### config.mk
export PLATFORM = sky130hd
export DESIGN_NAME = pipe_adder
export DESIGN_NICKNAME = d
export VERILOG_FILES = /design/src/rtl/adder_pkg.sv /design/src/rtl/adder_slice.sv /design/src/rtl/pipe_adder.sv
export SDC_FILE = /design/constraint.sdc
export NUM_CORES = 1
export LEC_CHECK = 0
export ABC_CLOCK_PERIOD_IN_PS = 3450
export CAP_MARGIN = 15
export CORE_ASPECT_RATIO = 0.6
export CORE_MARGIN = 2
export CORE_UTILIZATION = 57
export DETAILED_ROUTE_END_ITERATION = 16
export DONT_BUFFER_PORTS = 1
export PLACE_DENSITY = 0.76
export SETUP_SLACK_MARGIN = 0.4
export SYNTH_ARGS = -nofsm -noshare
export SYNTH_HDL_FRONTEND = slang
export SYNTH_SLANG_ARGS = --single-unit
### constraint.sdc
create_clock -name clk -period 3.45 [get_ports clk]
set_clock_uncertainty 0.05 [all_clocks]
set_input_delay 0.1725 -clock clk [delete_from_list [all_inputs] [get_ports clk]]
set_output_delay 0.1725 -clock clk [all_outputs]
set_load 0.02 [all_outputs]
### src/rtl/adder_pkg.sv
// Shared types for the pipelined adder: operation encoding, per-stage carry
// payload and the effective carry-in helper.
package adder_pkg;

    typedef enum logic {
        OP_ADD = 1'b0,
        OP_SUB = 1'b1
    } op_e;

    typedef struct packed {
        logic carry;   // carry out of this stage's slice
        logic c_msb;   // carry into the top bit of this stage's slice
    } stage_pl_t;

    // SUB is a + ~b + ~borrow, so the borrow-in is inverted into a carry-in.
    function automatic logic eff_cin(op_e op, logic cin);
        return (op == OP_SUB) ? ~cin : cin;
    endfunction

endpackage

### src/rtl/adder_slice.sv
// Combinational ripple adder for one SLICE-bit chunk of the pipelined adder.
module adder_slice
    import adder_pkg::*;
#(
    parameter int SLICE = 8
) (
    input  logic [SLICE-1:0] a,
    input  logic [SLICE-1:0] b,
    input  logic             cin,
    output logic [SLICE-1:0] sum,
    output logic             cout,
    output logic             c_top
);

    logic [SLICE:0] c;

    always_comb begin
        c    = '0;
        sum  = '0;
        c[0] = cin;
        for (int i = 0; i < SLICE; i++) begin
            sum[i]   = a[i] ^ b[i] ^ c[i];
            c[i + 1] = (a[i] & b[i]) | (c[i] & (a[i] ^ b[i]));
        end
    end

    assign cout  = c[SLICE];
    assign c_top = c[SLICE-1];

endmodule

### src/rtl/pipe_adder.sv
// Valid/ready pipelined adder/subtractor: each stage adds one SLICE-bit chunk
// and forwards the remaining operand bits, the finished sum bits and the carry.
module pipe_adder
    import adder_pkg::*;
#(
    parameter int WIDTH  = 32,
    parameter int STAGES = 4
) (
    input  logic             clk,
    input  logic             rst_n,
    input  logic             in_valid,
    output logic             in_ready,
    input  logic [WIDTH-1:0] in_a,
    input  logic [WIDTH-1:0] in_b,
    input  logic             in_cin,
    input  logic             in_op,
    output logic             out_valid,
    input  logic             out_ready,
    output logic [WIDTH-1:0] out_sum,
    output logic             out_cout,
    output logic             out_ovf
);

    localparam int SLICE = WIDTH / STAGES;

    logic [STAGES-1:0] vld_q, vld_d, load;
    logic [WIDTH-1:0]  a_q   [STAGES];
    logic [WIDTH-1:0]  a_d   [STAGES];
    logic [WIDTH-1:0]  b_q   [STAGES];
    logic [WIDTH-1:0]  b_d   [STAGES];
    logic [WIDTH-1:0]  sum_q [STAGES];
    logic [WIDTH-1:0]  sum_d [STAGES];
    stage_pl_t         pl_q  [STAGES];
    stage_pl_t         pl_d  [STAGES];

    logic [WIDTH-1:0]  src_a   [STAGES];
    logic [WIDTH-1:0]  src_b   [STAGES];
    logic [WIDTH-1:0]  src_sum [STAGES];
    logic              src_c   [STAGES];
    logic              src_v   [STAGES];
    logic [SLICE-1:0]  sl_sum  [STAGES];
    logic              sl_cout [STAGES];
    logic              sl_ctop [STAGES];

    // A stage may load when it is empty or its content leaves this cycle.
    always_comb begin : ready_chain
        logic nxt;
        nxt  = out_ready;
        load = '0;
        for (int k = STAGES - 1; k >= 0; k--) begin
            load[k] = !vld_q[k] || nxt;
            nxt     = load[k];
        end
    end

    always_comb begin : stage_src
        src_a[0]   = in_a;
        src_b[0]   = (op_e'(in_op) == OP_SUB) ? ~in_b : in_b;
        src_sum[0] = '0;
        src_c[0]   = eff_cin(op_e'(in_op), in_cin);
        src_v[0]   = in_valid;
        for (int k = 1; k < STAGES; k++) begin
            src_a[k]   = a_q[k-1];
            src_b[k]   = b_q[k-1];
            src_sum[k] = sum_q[k-1];
            src_c[k]   = pl_q[k-1].carry;
            src_v[k]   = vld_q[k-1];
        end
    end

    for (genvar k = 0; k < STAGES; k++) begin : g_slice
        adder_slice #(.SLICE(SLICE)) u_slice (
            .a     (src_a[k][SLICE-1:0]),
            .b     (src_b[k][SLICE-1:0]),
            .cin   (src_c[k]),
            .sum   (sl_sum[k]),
            .cout  (sl_cout[k]),
            .c_top (sl_ctop[k])
        );
    end

    // Operands shift down so every stage adds their low slice; sum bits
    // shift in from the top so the last stage holds the sum in place.
    always_comb begin : stage_next
        logic [WIDTH-1:0] sum_shift;
        sum_shift = '0;
        vld_d     = vld_q;
        for (int k = 0; k < STAGES; k++) begin
            a_d[k]   = a_q[k];
            b_d[k]   = b_q[k];
            sum_d[k] = sum_q[k];
            pl_d[k]  = pl_q[k];
            if (load[k]) begin
                sum_shift                   = src_sum[k] >> SLICE;
                sum_shift[WIDTH-1 -: SLICE] = sl_sum[k];
                vld_d[k]                    = src_v[k];
                a_d[k]                      = src_a[k] >> SLICE;
                b_d[k]                      = src_b[k] >> SLICE;
                sum_d[k]                    = sum_shift;
                pl_d[k].carry               = sl_cout[k];
                pl_d[k].c_msb               = sl_ctop[k];
            end
        end
    end

    always_ff @(posedge clk or negedge rst_n) begin
        if (!rst_n) begin
            vld_q <= '0;
            for (int k = 0; k < STAGES; k++) begin
                a_q[k]   <= '0;
                b_q[k]   <= '0;
                sum_q[k] <= '0;
                pl_q[k]  <= '0;
            end
        end else begin
            vld_q <= vld_d;
            for (int k = 0; k < STAGES; k++) begin
                a_q[k]   <= a_d[k];
                b_q[k]   <= b_d[k];
                sum_q[k] <= sum_d[k];
                pl_q[k]  <= pl_d[k];
            end
        end
    end

    assign in_ready  = rst_n && load[0];
    assign out_valid = vld_q[STAGES-1];
    assign out_sum   = sum_q[STAGES-1];
    assign out_cout  = pl_q[STAGES-1].carry;
    assign out_ovf   = pl_q[STAGES-1].carry ^ pl_q[STAGES-1].c_msb;

endmodule

Word-level counts from Yosys, hierarchy flattened --
Index checks and enable logic that the tools add are counted. W data, S select, Z words.
Word-level totals: bits in registers 185, input bits 70, output and inout port bits 36
Operators by class: bitwise operators 163, reductions and logical operators 9, mux-type cells 2
Operators with widths (count):
- $xor A1 B1 Y1 | 65
- $and A1 B1 Y1 | 64
- $mux W32 | 1
- $not A32 Y32 | 1
- $or A1 B1 Y1 | 32
- $logic_not A1 Y1 | 4
- $logic_or A1 B1 Y1 | 4
- $logic_and A1 B1 Y1 | 1
- $mux W1 | 1
- $not A1 Y1 | 1

Depth between registers and ports, before layout --
Gate-level depths: netlist (run 1).
depth in word-level cells 19, depth in mapped cells 15, mapped depth without buffers 13

Modules after synthesis --
Synthesis (run 1) repeated with hierarchy kept, for this count alone.
Unflattened totals: cell total of the unflattened synthesis 638, area total of the unflattened synthesis 7981.4 µm²
Modules (own cells, without submodules):
- pipe_adder | times used 1, area each 7190.6 µm², cells each 566
- adder_slice | times used 4, area each 197.7 µm², cells each 18

Worst setup path after synthesis (run 1) --
No wires, ideal clock.
path kind input to register, start point input port in_op, end point register sum_q (netlist bit src_sum[95]), setup slack -0.860 ns, data required time 3.275 ns, cell stages on the path 15, arrival 4.135 ns, cells stage by stage buf_2 buf_2 xnor2_1 fa_1 inv_1 fa_1 inv_1 fa_1 fa_1 fa_1 fa_1 fa_1 inv_1 fa_1 mux2_2
Between the ends: longest elaborated chain between the ends 17, elaborated cells between the ends (all ways) 32
RTL lines:
- start: declaration | RTL line pipe_adder.sv:16 | input logic in_op,
- $mux W32 | RTL line pipe_adder.sv:58 | src_b[0] = (op_e'(in_op) == OP_SUB) ? ~in_b : in_b;
- $xor A1 B1 Y1 | RTL line adder_slice.sv:23 | c[i + 1] = (a[i] & b[i]) | (c[i] & (a[i] ^ b[i]));
- $and A1 B1 Y1 | RTL line adder_slice.sv:23
- $or A1 B1 Y1 | RTL line adder_slice.sv:23
- $and A1 B1 Y1 | RTL line adder_slice.sv:23
- $or A1 B1 Y1 | RTL line adder_slice.sv:23
- $and A1 B1 Y1 | RTL line adder_slice.sv:23
- $or A1 B1 Y1 | RTL line adder_slice.sv:23
- [... 2 more ...]
- $and A1 B1 Y1 | RTL line adder_slice.sv:23
- $or A1 B1 Y1 | RTL line adder_slice.sv:23
- $and A1 B1 Y1 | RTL line adder_slice.sv:23
- $or A1 B1 Y1 | RTL line adder_slice.sv:23
- $and A1 B1 Y1 | RTL line adder_slice.sv:23
- $or A1 B1 Y1 | RTL line adder_slice.sv:23
- $xor A1 B1 Y1 * | RTL line adder_slice.sv:22 | sum[i] = a[i] ^ b[i] ^ c[i];
- named net g_slice[0].u_slice.sum[7] | RTL line adder_slice.sv:10 | output logic [SLICE-1:0] sum,
- end signal: indexed assignment | RTL line pipe_adder.sv:120 | sum_q[k] <= sum_d[k];
- end: declaration | RTL line pipe_adder.sv:31 | logic [WIDTH-1:0] sum_q [STAGES];
The timed path passes the listed nets; every way through them passes the cells marked *. A chain may end at the register's enable or synchronous reset.

Final worst setup path (run 1) --
start point register a_q[32] (netlist bit), end point register sum_q (netlist bit out_sum[31])
Between the ends: longest elaborated chain between the ends 16, elaborated cells between the ends (all ways) 17
RTL lines:
- start: declaration | RTL line pipe_adder.sv:27 | logic [WIDTH-1:0] a_q [STAGES];
- start signal: indexed assignment | RTL line pipe_adder.sv:118 | a_q[k] <= a_d[k];
- $xor A1 B1 Y1 | RTL line adder_slice.sv:23
- $and A1 B1 Y1 | RTL line adder_slice.sv:23
- $or A1 B1 Y1 * | RTL line adder_slice.sv:23
- $and A1 B1 Y1 * | RTL line adder_slice.sv:23
- $or A1 B1 Y1 * | RTL line adder_slice.sv:23
- $and A1 B1 Y1 * | RTL line adder_slice.sv:23
- $or A1 B1 Y1 * | RTL line adder_slice.sv:23
- $and A1 B1 Y1 * | RTL line adder_slice.sv:23
- [... 2 more ...]
- $or A1 B1 Y1 * | RTL line adder_slice.sv:23
- $and A1 B1 Y1 * | RTL line adder_slice.sv:23
- $or A1 B1 Y1 * | RTL line adder_slice.sv:23
- $and A1 B1 Y1 * | RTL line adder_slice.sv:23
- $or A1 B1 Y1 * | RTL line adder_slice.sv:23
- named net g_slice[3].u_slice.c_top | RTL line adder_slice.sv:12 | output logic c_top
- $xor A1 B1 Y1 * | RTL line adder_slice.sv:22
- named net g_slice[3].u_slice.sum[7] | RTL line adder_slice.sv:10
Marked as above.

==> results.py, run 1 <==
metrics = {
    "timing": {
        "max_slew_margin_pct": 27.0,
        "tns_ps": -593,
        "worstMarginPinSlew_ps": 1090,
        "rsz0062_at_grt": "yes",
        "min_period_ps": 3640,
        "whs_ps": -608,
        "finalSetupViolCount": 4,
        "fin_ws_ps": -186,
        "fmax_mhz": 275,
        "finalHoldViolCount": 185,
        "period_share_pct": 105,
        "final_max_slew_viol_count": 0,
    },
    "run_status": {
        "status": "complete, but fails checks",
        "failed_checks": "negative hold slack, negative setup slack",
    },
    "clocking": {
        "cts_buffer_depth": 2,
        "cts_num_sinks": 185,
        "clockRootBuffer": "clkbuf_16",
        "cts_tree": "yes",
        "numCtsBuffers": 17,
        "holdBufCountCts": 54,
        "cts-htree-levels": 4,
        "clock_latency_ps": 420,
        "clk_pin_slew_ps": 70,
    },
    "die": {
        "core_area_um2": 13700,
        "die_h_um": 95.7,
        "ioPinCount": 106,
        "start_util_pct": 58.5,
        "core.rowCount": 33,
        "design.die.area_um2": 15000,
        "die_x_um": 157,
    },
    "routing": {
        "wl_per_cell_um": 17.8,
        "drtAntennaViolNets": 0,
        "drt_pass1_iterations": 4,
        "route.final.wire_length_um": 13900,
        "vias": 4016,
        "drc": 0,
        "first_iter_violations": 216,
        "via_per_inst": 5.17,
    },
    "worst_setup_path": {
        "cp-end-kind": "flop",
        "cp_slowest_stage_delay_ps": 400,
        "critPathLaunchType": "flop",
        "path_buf_inv": 4,
        "cp_slowest_cell": "dfrtp_1",
        "worstPathArrival_ps": 3880,
        "critPathLaunch": "a_q[32]$_DFFE_PN0P_",
        "critical_path_class": "flop to flop",
        "path_cells": "fa_2 > inv_2 > fa_2 > inv_2 > fa_2 > fa_2 > fa_2 > fa_2 > inv_2 > fa_2 > inv_2 > fa_2 > mux2_4",
        "cp_common_cell": "fa_2",
        "crit_required_ps": 3700,
        "r2r-start": "a_q[32]$_DFFE_PN0P_",
        "crit_path_max_fanout": 2,
        "crit_family": "adder cells",
    },
    "global_route": {
        "grt_pass1_wl_um": 22600,
        "grt_max_degree": 187,
        "antenna_found_initial": 0,
        "grt_pass1_vias": 4396,
        "grt_overflow": 0,
        "grt_use_total_pct": 20.0,
    },
    "placement": {
        "dpl_cell_area_um2": 8200,
        "dp_hpwl_um": 8700,
        "io_buffer_count": 0,
        "gp_congestion": 0.743,
    },
    "finish": {
        "final_area_um2": 9350,
        "layout.nets": 674,
        "utilization_pct": 68.4,
        "drive_gt1_share_pct": 41.5,
        "layout.area.seq_um2": 4630,
        "antenna_cells": 0,
        "fill_cells": 957,
        "syn_to_final_growth_pct": 17.0,
        "multi_input_area_um2": 3190,
    },
    "synthesis": {
        "ys_ff_latch": 185,
        "yosysUniqueCellTypes": 22,
        "syn_area_per_cell_um2": 15.3,
        "postSynthCellCount": 521,
        "syn-num-nets": 623,
        "synth_area_um2": 7990,
        "synth_top_cell_by_area": "dfrtp_1",
        "synth-warning-count": 0,
        "synth_top_area_share_pct": 57.9,
        "yosysSeqAreaShare_pct": 57.9,
        "synth_area_leaders": "dfrtp_1 58%, mux2_2 20%, fa_1 8.0%, mux2_4 2.8%, xor2_1 2.7%",
    },
    "run": {
        "max_cap_violations": 0,
    },
    "worst_hold_path": {
        "hold_path.class": "input port to async pin",
    },
    "power_and_ir_drop": {
        "finalPower_w": 0.00681,
        "p_per_area_nw_per_um2": 729,
        "leakage_nw": 4.03,
        "peakVddDrop_uv": 367,
    },
}
layout by cell type (no fill, tap or decap):
cell type        n
a21oi_1          5
xnor2_1          8
xor2_1          25
nand2b_2         1
clkbuf_16       17
inv_2           13
clkinvlp_4       2
dlygate4sd3_1   54
bufinv_16        1
nand2b_1         3
clkbuf_8         1
inv_6            5
mux2_4          20
buf_12           1
o21ai_0          8
mux2_2         136
or2_2            1
clkinv_2         3
xnor2_4          1
nor2b_1          1
nor2_1           9
dfrtp_1        185
nand3b_4         1
inv_8            2
buf_4            2
inv_1           24
mux2i_1          8
fa_1             2
nand4b_1         1
fa_2            30
a21oi_2          4
clkinv_4         1
nand2_1          9
nor2_4           1
Yosys cell counts:
library cell / count
buf_2: 14
inv_1: 37
nand3b_4: 1
fa_1: 32
mux2_2: 141
or2_2: 1
dfrtp_1: 185
nand2b_1: 4
xnor2_1: 9
nor2_4: 1
mux2i_1: 8
nor2_1: 9
buf_6: 3
nand2_1: 9
a21oi_1: 9
clkbuf_1: 1
xor2_1: 25
o21ai_0: 8
nor2b_1: 1
buf_4: 7
mux2_4: 15
nand4b_1: 1
sequential cells by signal, summed over array words and instances (netlist names):
name,flops
a_q,48
b_q,48
src_sum,48
out_sum,32
pl_q,4
vld_q,4
out_cout,1
cell type report:
class,count,share of cell area [%]
Multi-Input combinational cell,274,34.1
Clock inverter,14,1.45
Sequential cell,185,49.5
Inverter,37,1.49
Timing Repair Buffer,57,6.16
Tap cell,192,2.57
Clock buffer,18,4.70
per-layer routing:
layer  track usage [%]  vias up  share of wire, %
met1              26.1     2095                45
met5                 0        -                 0
met2              33.4       74                49
li1                  -     1831                 -
met3              5.18       16               4.1
met4              6.12        0               1.2
metrics by stage:
step | setup WS (ps) | cells
3_3_place_gp | -212 | 691
6_report | -186 | 777
3_5_place_dp | -291 | 691
2_1_floorplan | -440 | 521
5_1_grt | -292 | 777
4_1_cts | -202 | 777
kinds of logic after synthesis:
group	Yosys count	synth area share, %
AOI/OAI and AO/OA	17	1.06
xor gates and xnor gates	34	3.73
adders and majority gates	32	8.02
buffers and inverters	62	3.74
DFF	185	57.9
muxes	164	23.7
and+or+nand+nor	27	1.82
path summary, 6_finish.rpt:
path                            cells after the start  slack, ps                       to
worst max-delay path                               13       -190  out_sum[31]$_DFFE_PN0P_
worst min-delay path                                0       -610     b_q[100]$_DFFE_PN0N_
worst max register to register                     13       -190  out_sum[31]$_DFFE_PN0P_
worst min register to register                      1        420     vld_q[1]$_DFFE_PN0P_
max in group asynchronous                           0       3770      a_q[78]$_DFFE_PN0P_
min in group clk                                    2         10     b_q[100]$_DFFE_PN0N_
power by group:
group	leakage (nW)	switching [W]	internal (W)
Combinational	1.59	0.000533	0.000882
Sequential	2.15	0.000683	0.00283
Clock	0.282	0.000848	0.00103
Total	4.03	0.00206	0.00475
timing repair:
action                                 4_1_cts  5_1_grt
endpoints found under the hold margin      228      185
setup buffers                                0        0
resized for setup                            3       11
setup endpoints to repair                   11       14
pin swaps                                    4        4
cloned                                       0        0
(Power assumes the default switching activity.)
==> inputs of run 2 (changes only) <==
Settings changed: PLACE_DENSITY 0.76 to 0.85.
==> results.py, run 2 (synthesis results as in run 1) <==
metrics = {
    "run": {
        "max_cap_violations": 0,
    },
    "power_and_ir_drop": {
        "pwr-share-comb_pct": 22.9,
        "p_int_w": 0.00480,
        "leakage_nw": 4.03,
        "netSwitchingPower_w": 0.00223,
        "p_clk_share_pct": 26.1,
        "peakVddDrop_uv": 452,
        "pwr-share-seq_pct": 51.0,
        "p_per_area_nw_per_um2": 750,
        "swShare_pct": 31.7,
        "finalPower_w": 0.00703,
    },
    "placement": {
        "io_buffer_count": 0,
        "dpl_worst_slack_ps": -291,
        "dpl_cell_area_um2": 8190,
        "gp_congestion": 0.797,
        "dp_hpwl_um": 10000,
    },
    "timing": {
        "period_share_pct": 107,
        "finalHoldViolCount": 185,
        "whs_ps": -601,
        "fmax_mhz": 271,
        "final_max_slew_viol_count": 0,
        "fin_ws_ps": -245,
        "tns_ps": -661,
        "finalSetupViolCount": 5,
        "max_slew_margin_pct": 32.5,
        "rsz0062_at_grt": "yes",
        "min_period_ps": 3700,
        "worstMarginPinSlew_ps": 1010,
    },
    "finish": {
        "antenna_cells": 0,
        "final_area_um2": 9370,
        "fill_cells": 894,
        "final_cell_mix": "185 x dfrtp_1, 137 x mux2_2, 55 x dlygate4sd3_1",
        "final_common_cell": "dfrtp_1",
        "layout.nets": 681,
        "utilization_pct": 68.6,
        "syn_to_final_growth_pct": 17.3,
        "drive_gt1_share_pct": 41.4,
    },
    "global_route": {
        "grt_use_total_pct": 22.4,
        "grt_pass1_wl_um": 24400,
        "grt_max_degree": 187,
        "grt_overflow": 0,
        "antenna_found_initial": 0,
        "grt_pass1_vias": 4342,
    },
    "worst_setup_path": {
        "worstPathArrival_ps": 3950,
        "r2r-start": "a_q[32]$_DFFE_PN0P_",
        "crit_path_max_fanout": 2,
        "cp-end-kind": "flop",
        "critPathLaunch": "a_q[32]$_DFFE_PN0P_",
        "critical_path_class": "flop to flop",
        "critPathLaunchType": "flop",
        "crit_required_ps": 3710,
        "rr_worst_depth": 13,
    },
    "run_status": {
        "failed_checks": "negative hold slack, negative setup slack",
        "status": "complete, but fails checks",
    },
    "die": {
        "core.rowCount": 33,
        "start_util_pct": 58.5,
        "design.die.area_um2": 15000,
        "ioPinCount": 106,
        "die_x_um": 157,
        "core_area_um2": 13700,
        "die_h_um": 95.7,
    },
    "clocking": {
        "clockRootBuffer": "clkbuf_16",
        "cts_buffer_depth": 2,
        "cts_tree": "yes",
        "clock_latency_ps": 430,
        "clk_pin_slew_ps": 70,
        "numCtsBuffers": 17,
        "cts-htree-levels": 4,
        "cts_num_sinks": 185,
    },
    "routing": {
        "first_iter_violations": 213,
        "vias": 4154,
        "drt_pass1_iterations": 4,
        "wl_per_cell_um": 19.9,
        "drc": 0,
        "drtAntennaViolNets": 0,
        "via_per_inst": 5.31,
        "route.final.wire_length_um": 15600,
    },
    "worst_hold_path": {
        "hold_path.class": "input port to async pin",
    },
}
## run 2: per-stage QoR
| step | hold slack (ps) | cells |
|---|---|---|
| detailed placement | -166 | 692 |
| CTS | -620 | 778 |
| floorplan | -173 | 521 |
| finish | -601 | 782 |
| global placement | -164 | 692 |
| global route | -629 | 782 |
## run 2: critical path: stages, from the launching register on
cell     delay (ps)
dfrtp_1         410
fa_2            390
inv_2            60
fa_2            200
inv_2            40
fa_2            340
fa_2            370
fa_2            350
fa_2            360
inv_2            70
fa_2            220
inv_2            50
fa_2            410
mux2_4          260
## run 2: final cells by class
type                    count  area [µm²]  share of cell area (%)
repair buffers             64         629                    6.71
clock inverters            12         120                    1.28
flip-flops and latches    185        4630                    49.4
well taps                 192         240                    2.56
inverters                  37         139                    1.48
multi-input cells         274        3190                    34.0
clock buffers              18         429                    4.58
## run 2: timing repair
item,CTS,global route
setup buffers,4,1
hold endpoints to repair,226,188
hold buffers,52,3
gates resized for setup,11,3
setup endpoints to repair,12,13
pin swaps,2,0
## run 2: power groups by stage
stage / clock network [W] / registers, W / logic, W
floorplan: 0 / 0.00340 / 0.00111
global placement: 0 / 0.00357 / 0.00134
detailed placement: 0 / 0.00362 / 0.00143
CTS: 0.00186 / 0.00358 / 0.00159
global route: 0.00196 / 0.00367 / 0.00175
finish: 0.00183 / 0.00359 / 0.00161
## run 2: per-layer routing
layer,vias to the layer above,global-route usage [%],part of all wire (%)
met4,0,6.04,0.86
met1,2200,33.2,47
met5,-,0,0
met3,14,6.39,7.3
met2,96,32.9,45
li1,1844,-,-
## run 2: path summary, 6_finish.rpt
check                                          end  slack (ps)
max reg2reg                out_sum[31]$_DFFE_PN0P_        -250
max in group asynchronous   src_sum[8]$_DFFE_PN0P_        3640
min in group clk           src_sum[95]$_DFFE_PN0N_          10
min reg2reg                    a_q[65]$_DFFE_PN0P_         430
min                           a_q[100]$_DFFE_PN0N_        -600
max                        out_sum[31]$_DFFE_PN0P_        -250
==> inputs of run 3 (changes only) <==
Settings changed: ABC_AREA set to 1, CORE_ASPECT_RATIO 0.6 to 1.75.
==> results.py, run 3 <==
metrics = {
    "power_and_ir_drop": {
        "peakVddDrop_uv": 462,
        "p_per_area_nw_per_um2": 700,
        "finalPower_w": 0.00687,
        "leakage_nw": 4.90,
    },
    "routing": {
        "route.final.wire_length_um": 18000,
        "drt_pass1_iterations": 5,
        "first_iter_violations": 565,
        "drtAntennaViolNets": 0,
        "drc": 0,
        "via_per_inst": 5.36,
        "vias": 6094,
        "wl_per_cell_um": 15.9,
    },
    "worst_setup_path": {
        "critPathLaunchType": "flop",
        "rr_worst_depth": 14,
        "cp-end-kind": "flop",
        "crit_path_max_fanout": 2,
        "timing.rr.end": "out_sum[31]$_DFFE_PN0P_",
        "critical_path_class": "flop to flop",
        "endpoint": "out_sum[31]$_DFFE_PN0P_",
        "crit_required_ps": 3770,
        "r2r-start": "a_q[32]$_DFFE_PN0P_",
        "critPathLaunch": "a_q[32]$_DFFE_PN0P_",
        "reg2reg_slack_ps": -150,
        "worstPathArrival_ps": 3920,
    },
    "synthesis": {
        "synthXorXnorAreaFrac_pct": 3.65,
        "dominantRegCellSynth": "dfrtp_1",
        "synth_edf_count": 0,
        "synthTopCellsByCount": "417 x nand2_1, 185 x dfrtp_1, 59 x o21ai_0, 57 x nand3_1, 41 x inv_1",
        "yosysUniqueCellTypes": 19,
        "syn_area_per_cell_um2": 9.21,
        "synth-warning-count": 0,
        "synth_area_leaders": "dfrtp_1 57%, nand2_1 19%, fa_1 7.8%, o21ai_0 3.6%, nand3_1 3.5%",
        "synth_fa_ha_area_share_pct": 7.84,
        "synth_area_um2": 8170,
        "synth_top_area_share_pct": 56.7,
        "synth-simple-area-share_pct": 23.1,
        "synth-compound-area-share_pct": 3.71,
        "ys_async_sr_fraction_pct": 100,
        "synth_mux_area_share_pct": 0,
        "ys_ff_latch": 185,
        "synth_top_family_by_area": "simple AND/OR/NAND/NOR gates",
        "yosysSeqAreaShare_pct": 56.7,
        "yosysMostFrequentCell": "nand2_1",
        "postSynthCellCount": 887,
        "syn-num-nets": 989,
        "synth_top_cell_by_area": "dfrtp_1",
    },
    "timing": {
        "finalSetupViolCount": 4,
        "fin_ws_ps": -150,
        "rsz0062_at_grt": "yes",
        "period_share_pct": 104,
        "whs_ps": -612,
        "finalHoldViolCount": 185,
        "final_max_slew_viol_count": 0,
        "max_slew_margin_pct": 34.2,
        "worstMarginPinSlew_ps": 985,
        "fmax_mhz": 278,
        "min_period_ps": 3600,
    },
    "global_route": {
        "grt_use_total_pct": 25.3,
        "grt_pass1_vias": 6258,
        "grt_pass1_wl_um": 30300,
        "antenna_found_initial": 0,
        "grt_overflow": 0,
        "grt_max_degree": 187,
    },
    "clocking": {
        "cts_tree": "yes",
        "clockRootBuffer": "clkbuf_16",
        "cts_buffer_depth": 2,
        "clk_pin_slew_ps": 70,
        "numCtsBuffers": 17,
        "holdBufCountCts": 75,
        "clock_latency_ps": 430,
        "cts-htree-levels": 4,
        "cts_num_sinks": 185,
    },
    "finish": {
        "final_common_cell": "nand2_1",
        "drive_gt1_share_pct": 10.9,
        "layout.nets": 1048,
        "antenna_cells": 0,
        "final_cell_mix": "416 x nand2_1, 184 x dfrtp_1, 75 x dlygate4sd3_1",
        "syn_to_final_growth_pct": 20.2,
    },
    "run_status": {
        "status": "complete, but fails checks",
        "failed_checks": "negative hold slack, negative setup slack",
    },
    "die": {
        "die_h_um": 162,
        "start_util_pct": 58.4,
        "ioPinCount": 106,
        "die_x_um": 94.5,
        "core.rowCount": 57,
        "design.die.area_um2": 15300,
        "core_area_um2": 14000,
    },
    "placement": {
        "dp_hpwl_um": 10200,
        "gp_congestion": 0.792,
        "io_buffer_count": 0,
    },
    "worst_hold_path": {
        "hold_path.class": "input port to async pin",
    },
    "run": {
        "max_cap_violations": 0,
    },
}
-- run 3: changes by cell type after synthesis, sizes merged, moves of 9 or more --
| cell | previous run | this run |
|---|---|---|
| nand2 | 9 | 417 |
| mux2 | 156 | 0 |
| nand3 | 0 | 58 |
| o21ai | 8 | 59 |
| clkbuf | 1 | 23 |
| a21oi | 9 | 0 |
-- run 3: cell type report --
class | instances | area (µm²)
clock inverter | 14 | 189
tap | 177 | 221
sequential | 185 | 4630
timing repair buffer | 94 | 936
clock buffer | 18 | 429
fill | 938 | 4170
multi-input combinational | 606 | 3250
inverter | 42 | 158
-- run 3: cell families (layout without fill, tap and decap cells) --
logic type               count (synthesis)  in the layout
AO/OA/AOI/OAI                           60             60
XOR/XNOR                                34             34
adder cells (fa/ha/maj)                 32             32
buffers and inverters                   96            168
flip-flops                             185            185
AND/OR/NAND/NOR                        480            480
-- run 3: worst min-delay path by stage --
stage / endpoint / cells after the start / slack (ps) / start
2_1_floorplan: a_q[100]$_DFFE_PN0N_ / 0 / -170 / rst_n
3_3_place_gp: b_q[105]$_DFFE_PN0N_ / 0 / -170 / rst_n
3_5_place_dp: a_q[109]$_DFFE_PN0N_ / 0 / -170 / rst_n
4_1_cts: src_sum[24]$_DFFE_PN0P_ / 0 / -620 / rst_n
5_1_grt: a_q[109]$_DFFE_PN0N_ / 0 / -630 / rst_n
6_report: a_q[109]$_DFFE_PN0N_ / 0 / -610 / rst_n
-- run 3: power by group --
part           internal (W)  switching [W]  total [W]
combinational      0.000654       0.000785    0.00144
clock               0.00116       0.000851    0.00201
sequential          0.00277       0.000645    0.00342
total               0.00459        0.00228    0.00687
-- run 3: what timing repair did --
item                                    in CTS  in global routing
gates resized for setup                     17                  4
endpoints found under the setup margin      11                 13
setup buffers                                9                  2
pin swaps                                    8                  7
hold endpoints to repair                   237                185
-- run 3: worst max-delay path, stage by stage (launching register included) --
cell,delay [ps]
dfrtp_1,410
fa_2,400
inv_2,70
fa_2,200
inv_2,40
fa_2,340
fa_2,360
fa_2,350
fa_2,340
inv_2,60
fa_2,200
inv_2,40
fa_2,530
nand2_2,50
nand2_1,90
-- run 3: metal layers --
metal	share of wire, %	global-route usage (%)	wire length (µm)
met4	1.3	7.11	229
met2	54	44.0	9740
met3	5.9	5.83	1070
met1	39	31.7	7000
met5	0	0	0
-- run 3: metrics by stage --
stage / area, µm² / util, % / std cells / setup slack [ps] / TNS [ps]
final: 9810 / 70.2 / 1136 / -150 / -448
after global routing: 9810 / 70.2 / 1136 / -253 / -967
after CTS: 9760 / 69.9 / 1133 / -149 / -492
after detailed placement: 8290 / 59.3 / 1017 / -167 / -504
after global placement: 8290 / 59.3 / 1017 / -113 / -233
after floorplan: 8280 / - / 887 / -310 / -321
